<file path="src/rtl/ntt_stage_controller.sv">
// Purpose: sequences NTT butterfly stages or one pointwise-multiply pass over the coefficient rows.
// Latency: first read the cycle after start; stage period GROUPS+1+BF_LATENCY; done one cycle after last write.
// Backpressure: none; start is honoured only in IDLE, and a stage never issues before the previous stage's writes finish.
module ntt_stage_controller #(
    parameter int NUM_STAGES = 7,
    parameter int GROUPS     = 8,
    parameter int BF_LATENCY = 4,
    parameter int LUT_SIZE   = 1360
) (
    input  logic                            clk,
    input  logic                            reset,
    input  logic                            start,
    input  logic                            op,
    output logic                            busy,
    output logic                            done,
    output logic                            array_mode,
    output logic [$clog2(LUT_SIZE):0]       w_idx,
    output logic                            rd_en,
    output logic [$clog2(GROUPS)-1:0]       rd_addr,
    output logic                            rd_bank,
    output logic                            wr_en,
    output logic [$clog2(GROUPS)-1:0]       wr_addr,
    output logic                            wr_bank,
    output logic [$clog2(NUM_STAGES):0]     stage
);

    localparam int AW = $clog2(GROUPS);
    localparam int SW = $clog2(NUM_STAGES) + 1;
    localparam int WW = $clog2(LUT_SIZE) + 1;
    // one cycle of memory read latency plus the butterfly pipeline
    localparam int DL = 1 + BF_LATENCY;

    typedef enum logic [1:0] {
        S_IDLE,
        S_ISSUE,
        S_DRAIN,
        S_DONE
    } state_t;

    state_t          state_q;
    state_t          state_d;
    logic [AW-1:0]   grp_q;
    logic [SW-1:0]   stage_q;
    logic            op_q;
    logic [DL-1:0]   dl_vld;
    logic [AW-1:0]   dl_addr [DL];
    logic            last_grp;
    logic            last_wr;
    logic            last_stage;

    assign last_grp   = (grp_q == AW'(GROUPS - 1));
    assign last_wr    = dl_vld[DL-1] && (dl_addr[DL-1] == AW'(GROUPS - 1));
    // multiply mode is a single pass, so stage 0 is also the last one
    assign last_stage = op_q || (stage_q == SW'(NUM_STAGES - 1));

    // State register
    always_ff @(posedge clk or posedge reset) begin
        if (reset) begin
            state_q <= S_IDLE;
        end else begin
            state_q <= state_d;
        end
    end

    // Next-state: issue a stage, wait for its last write, then next stage or finish
    always_comb begin
        state_d = state_q;
        case (state_q)
            S_IDLE:  if (start) state_d = S_ISSUE;
            S_ISSUE: if (last_grp) state_d = S_DRAIN;
            S_DRAIN: if (last_wr) state_d = last_stage ? S_DONE : S_ISSUE;
            S_DONE:  state_d = S_IDLE;
            default: state_d = S_IDLE;
        endcase
    end

    // Row and stage counters plus the command latch
    always_ff @(posedge clk or posedge reset) begin
        if (reset) begin
            grp_q   <= '0;
            stage_q <= '0;
            op_q    <= 1'b0;
        end else begin
            if (state_q == S_IDLE && start) begin
                op_q    <= op;
                stage_q <= '0;
                grp_q   <= '0;
            end
            if (state_q == S_ISSUE) begin
                grp_q <= last_grp ? '0 : grp_q + AW'(1);
            end
            if (state_q == S_DRAIN && last_wr) begin
                stage_q <= last_stage ? '0 : stage_q + SW'(1);
            end
        end
    end

    // Read-to-write delay line so each write targets the row its read produced
    always_ff @(posedge clk or posedge reset) begin
        if (reset) begin
            dl_vld <= '0;
            for (int i = 0; i < DL; i++) dl_addr[i] <= '0;
        end else begin
            dl_vld[0]  <= rd_en;
            dl_addr[0] <= grp_q;
            for (int i = 1; i < DL; i++) begin
                dl_vld[i]  <= dl_vld[i-1];
                dl_addr[i] <= dl_addr[i-1];
            end
        end
    end

    // Twiddle index lags the read address by the memory latency and holds otherwise
    always_ff @(posedge clk or posedge reset) begin
        if (reset) begin
            w_idx <= '0;
        end else if (rd_en) begin
            w_idx <= op_q ? '0 : WW'(stage_q) * WW'(GROUPS) + WW'(grp_q);
        end
    end

    assign rd_en      = (state_q == S_ISSUE);
    assign busy       = (state_q == S_ISSUE) || (state_q == S_DRAIN);
    assign done       = (state_q == S_DONE);
    assign array_mode = busy && op_q;
    assign rd_addr    = grp_q;
    assign stage      = stage_q;
    assign rd_bank    = busy && stage_q[0];
    assign wr_bank    = busy && !stage_q[0];
    assign wr_en      = dl_vld[DL-1];
    assign wr_addr    = dl_addr[DL-1];

endmodule

</file>
<file path="config.mk">
export PLATFORM = sky130hd
export DESIGN_NAME = ntt_stage_controller
export DESIGN_NICKNAME = d
export VERILOG_FILES = /design/src/rtl/ntt_stage_controller.sv
export SDC_FILE = /design/constraint.sdc
export NUM_CORES = 1
export LEC_CHECK = 0
export ABC_AREA = 1
export CORE_AREA = 2 2 65 67
export CTS_BUF_LIST = sky130_fd_sc_hd__clkbuf_2
export DETAILED_ROUTE_END_ITERATION = 8
export DIE_AREA = 0 0 67 69
export PLACE_DENSITY = 0.66
export SYNTH_ARGS = -nofsm -noshare
export SYNTH_HDL_FRONTEND = slang
export SYNTH_SLANG_ARGS = --single-unit
export TNS_END_PERCENT = 1
</file>
<file path="constraint.sdc">
create_clock -name clk -period 1.35 [get_ports clk]
set_input_delay 0.405 -clock clk [delete_from_list [all_inputs] [get_ports clk]]
set_output_delay 0.405 -clock clk [all_outputs]
set_load 0.01 [all_outputs]
</file>
# == After elaboration in Yosys (flattened, before gate mapping) ==
# Index checks and enable logic that the tools add are counted.
# word_totals
reg_bits,42
in_bits,4
out_inout_bits,29
wordCells,48
# classes
addsub,3
eq_ne,9
n_mux,12
n_reduce_logical,13
# ops
operator,count
$mux 4,3
$mux 3,3
$add 7x3->8,1
$mux 2,4
$mux 8,1
$pmux 2 s4,1
$eq 3x3->1 const B,2
$logic_and 1x1->1,6
$add 4x1->4 const B,1
$eq 2x2->1 const B,2
$eq 4x3->1 const B,1
$ne 2x2->1 const B,2
$reduce_bool 2->1,2
$add 3x1->3 const B,1
$reduce_and 3->1,1
$eq 2x1->1 const B,1
$logic_not 2->1,1
$logic_or 1x1->1,2
$ne 2x1->1 const B,1
$logic_not 1->1,1

# == Longest topological paths before layout ==
# depth
ltp_word,5
depth_mapped,9

# == Least setup slack after synthesis ==
# No wires, ideal clock.
# synth_path
kind,flip-flop to output port
start,register state_q[1]
end,output wr_bank
t_arrival_ns,1.026
required_time_ns,0.945
path_slack_ns,-0.081
path_stages_with_launch,5
n_path_buf,0
path_cell_list,dfrtp_1 > inv_1 > ha_1 > inv_1 > nor2_1
# synth_via
elab_chain_len,3
elab_cells_between_ends,4
cone_classes,2 x eq/ne; 2 x reduce/logical
# synth_lines
element,line_no,source
start: declaration,40,state_t state_q;
start signal: assignment,61,state_q <= state_d;
$eq 2x1->1 / $eq 2x2->1 (equally long branches),123,assign busy = (state_q == S_ISSUE) || (state_q == S_DRAIN);
$logic_or 1x1->1 *,123,
via busy,14,"output logic busy,"
$logic_and 1x1->1 *,129,assign wr_bank = busy && !stage_q[0];
end: declaration,23,"output logic wr_bank,"
# Mark *: on every way through the listed nets, which the timed path passes. The rest lies on a longest branch.

# == Worst setup path after layout ==
# layout_path
start,register state_q[0]
end,output wr_bank
# layout_via
elab_chain_len,3
elab_cells_between_ends,4
cone_classes,2 x eq/ne; 2 x reduce/logical
# layout_lines
element,line_no
$eq 2x1->1 / $eq 2x2->1 (equally long branches),123
$logic_or 1x1->1 *,123
$logic_and 1x1->1 *,129
# Every way passes the cells marked *; elsewhere a longest branch is shown, timed or not.

==> impl_summary.txt <==
----------------------------------------------------
[Status]
  Result of the run ... finished, violations left
  Failing checks ... negative setup slack

[Routing]
  Drt total wl ... 2930 µm
  Average detailed-routed wire length per instance ... 11.9 µm
  Routed via count divided by cell count ... 4.45
  First-pass detailed-route iteration total ... 4
  Violation count after the first detailed-route iteration ... 53
  Total number of vias ... 1094
  Total DRC errors in the routed layout ... 0
  Antenna-violating nets left ... 0

[Hold path]
  Type of the worst min-delay path ... in -> async

[Timing]
  Final clock skew ... 0.0131 ns
  Post-route setup slack ... -0.411 ns
  Setup-failing EPs final ... 18
  Count of endpoints failing hold in the final timing report ... 0
  Highest clock rate ... 0.568 GHz
  Number of slew-limit violations in the final report ... 0
  Setup repair after global routing missed its margin ... true
  Post-route fraction of the period consumed by the critical path ... 130%
  Summed negative setup slack over all endpoints ... -2.70 ns
  Time the worst path needs with I/O delays and setup ... 1.76 ns

[Die]
  Die Width ... 67 µm
  Std-Cell Core Area ... 0.00391 mm²
  # rows ... 23
  Die H ... 69 µm
  Die Outline Area ... 0.00462 mm²
  Initial cell density of the core ... 38.5%
  Ports ... 33

[Setup path]
  Crit-path most repeated cell ... inv_2
  Largest stage delay on the critical path ... 0.41 ns
  Worst R2R Setup Slack ... -0.08 ns
  Worst reg2reg path startpoint ... stage[0]
  List of cells traversed by the critical path ... inv_2 > ha_4 > inv_2 > nor2_2 > buf_2
  Critical path startpoint category ... flip-flop
  Critical path buffer and inverter count ... 3
  Reg2Reg Depth ... 9
  Worst EP arrival ... 1.36 ns
  Family with the most delay on the worst path ... flip-flops
  Slowest-stage cell, CP ... dfrtp_1
  Category of the critical setup timing path ... reg -> out
  Data required time at the worst endpoint ... 0.95 ns
  Worst R2R End ... stage[2]
  Critical-path maximum fanout ... 4
  CP endpoint kind ... primary output

[Placed design]
  Cell Count Post-Placement ... 233
  RD Place Congestion ... 0.800
  HPWL reported at the end of detailed placement ... 1970 µm
  Pre-CTS worst setup slack ... -0.397 ns
  Number of buffer cells added on primary ports ... 27

[Finish]
  Filler-free cell count of the finished design ... 246
  Area overhead of the layout relative to synthesis ... 30.3%
  Final Core Density ... 50.1%
  Diodes inserted ... 0
  Layout cells sized above 1 ... 36.2%
  Final layout net count ... 207

[Power and ir drop]
  Standby leakage power ... 1.10 nW
  Overall power of the completed layout ... 0.00380 W
  Pwr Density ... 1940 mW/mm²
  Worst supply voltage drop on vdd ... 865 µV

[Run]
  Max-cap violations ... 0

[CTS]
  Cell at the root of the clock tree ... clkbuf_2
  Max Root-Sink Buffers ... 2
  Number of H-tree branching levels ... 2
  Clock Latency Late Sink ... 0.39 ns
  TritonCTS clock tree ... done
  Total clock buffers created by CTS ... 5
  TritonCTS Sinks ... 37
  Register clock-pin slew on the reported worst setup and hold paths ... 0.20 ns

[Global routing]
  Pin count of the biggest net entering global routing ... 38
  Global-route wire length before repair ... 4970 µm
  Remaining global-route overflow ... 0
  Number of global-route vias before repair ... 1090
  Initial antenna violation count ... 0
  GRT Util Overall ... 14.2%

[Yosys]
  Top post-synthesis cells by area ... dfrtp_1 62%, nand2_1 9.5%, ha_1 6.7%
  Largest area contributor in the synthesized netlist ... dfrtp_1
  Register area share after synthesis ... 61.5%
  Cell Area, Synth ... 0.00151 mm²
  Synthesis-stage register bit count ... 37
  Number of different library cells in the post-synthesis netlist ... 16
  Share of the synthesized area in the top cell type ... 61.5%
  Syn Inst Count ... 147
  Post-Synthesis Mean Instance Area ... 10.2 µm²
  Yosys warns ... 0

----------------------------------------------------
cell families (layout without fill, tap and decap cells):
group / after synthesis / in the layout / synth area share [%]
fa+ha+maj: 8 / 8 / 6.65
xor+xnor: 2 / 2 / 1.16
compound gates: 11 / 11 / 4.66
buf+inv: 28 / 73 / 9.23
other cells: 1 / 5 / 0.249
simple gates: 60 / 60 / 16.5
flops: 37 / 37 / 61.5
layout make-up:
| cell class | count | area [µm²] |
|---|---|---|
| inverters | 19 | 73.8 |
| repair buffers | 46 | 319 |
| clock buffers | 6 | 30.0 |
| well taps | 50 | 62.6 |
| fillers | 386 | 1950 |
| flip-flops and latches | 37 | 926 |
| clock inverters | 2 | 38.8 |
| multi-input cells | 86 | 510 |
layer usage:
metal,share of wire [%],track usage [%]
met5,0,0
met4,1.3,4.76
met1,47,19.9
met2,46,20.5
met3,5.7,5.06
cells in the mapped netlist:
cell     count
xor2_1       2
o21ai_0      8
o21ai_4      1
nor2_2       1
nand3_1     13
conb_1       1
nand2_2      2
nand2_1     38
ha_1         8
inv_2        2
inv_1       17
nor2_1       6
a21oi_1      1
dfrtp_1     37
o21ai_2      1
buf_4        9
worst max-delay path by stage:
stage          cells after the start  slack, ns          to  startpoint
6_report                           5      -0.41     wr_bank  state_q[0]
5_1_grt                            5      -0.49  array_mode  state_q[0]
4_1_cts                            5      -0.43     wr_bank  state_q[0]
3_5_place_dp                       5      -0.40     wr_bank  state_q[0]
3_3_place_gp                       5      -0.36     wr_bank  state_q[0]
2_1_floorplan                      9     -0.001  state_q[1]  state_q[1]
stage by stage:
stage	hold slack (ns)	cell area (µm²)
after floorplan	0.331	1540
after global placement	0.331	1920
after detailed placement	0.335	1920
after CTS	0.331	1930
after global routing	0.340	1960
final	0.334	1960
worst min-delay path, stage by stage:
cell             delay (ns)
clkdlybuf4s50_1        0.40
inv_1                  0.09
buf_12                 0.22
layout by cell type, fill, tap and decap left out, types with 2 or more instances in the layout:
cell type        netlist  routed
nand2_1               38      36
o21ai_0                8       6
ha_4                   0       3
clkdlybuf4s50_1        0       3
buf_2                  0      23
inv_1                 17      12
nand2_2                2       3
nand3_1               13      13
nor2_1                 6       5
nor2_2                 1       2
buf_6                  0       3
conb_1                 1       5
xor2_1                 2       2
inv_2                  2       6
clkbuf_2               0       6
ha_2                   0       2
o21ai_1                0       2
ha_1                   8       3
dfrtp_1               37      37
buf_4                  9      16
registers in the layout, summed over array words and instances (netlist names):
| register | cells |
|---|---|
| wr_addr | 3 |
| stage | 4 |
| state_q | 2 |
| dl_addr | 12 |
| dl_vld | 5 |
| op_q | 1 |
| rd_addr | 3 |
| w_idx | 7 |
repair_timing:
action                                  4_1_cts  5_1_grt
setup buffers                                 4        1
gates resized for setup                     110        6
endpoints found under the setup margin       29       35
hold buffers                                  0        0
pin swaps                                     3        1
where the power goes:
group	internal (W)	total (W)	switching, W
Combinational	0.000660	0.00152	0.000861
Clock	0.000325	0.000709	0.000384
Sequential	0.00144	0.00157	0.000126
Total	0.00243	0.00380	0.00137
Note: power is estimated with default switching activity, not from simulation.
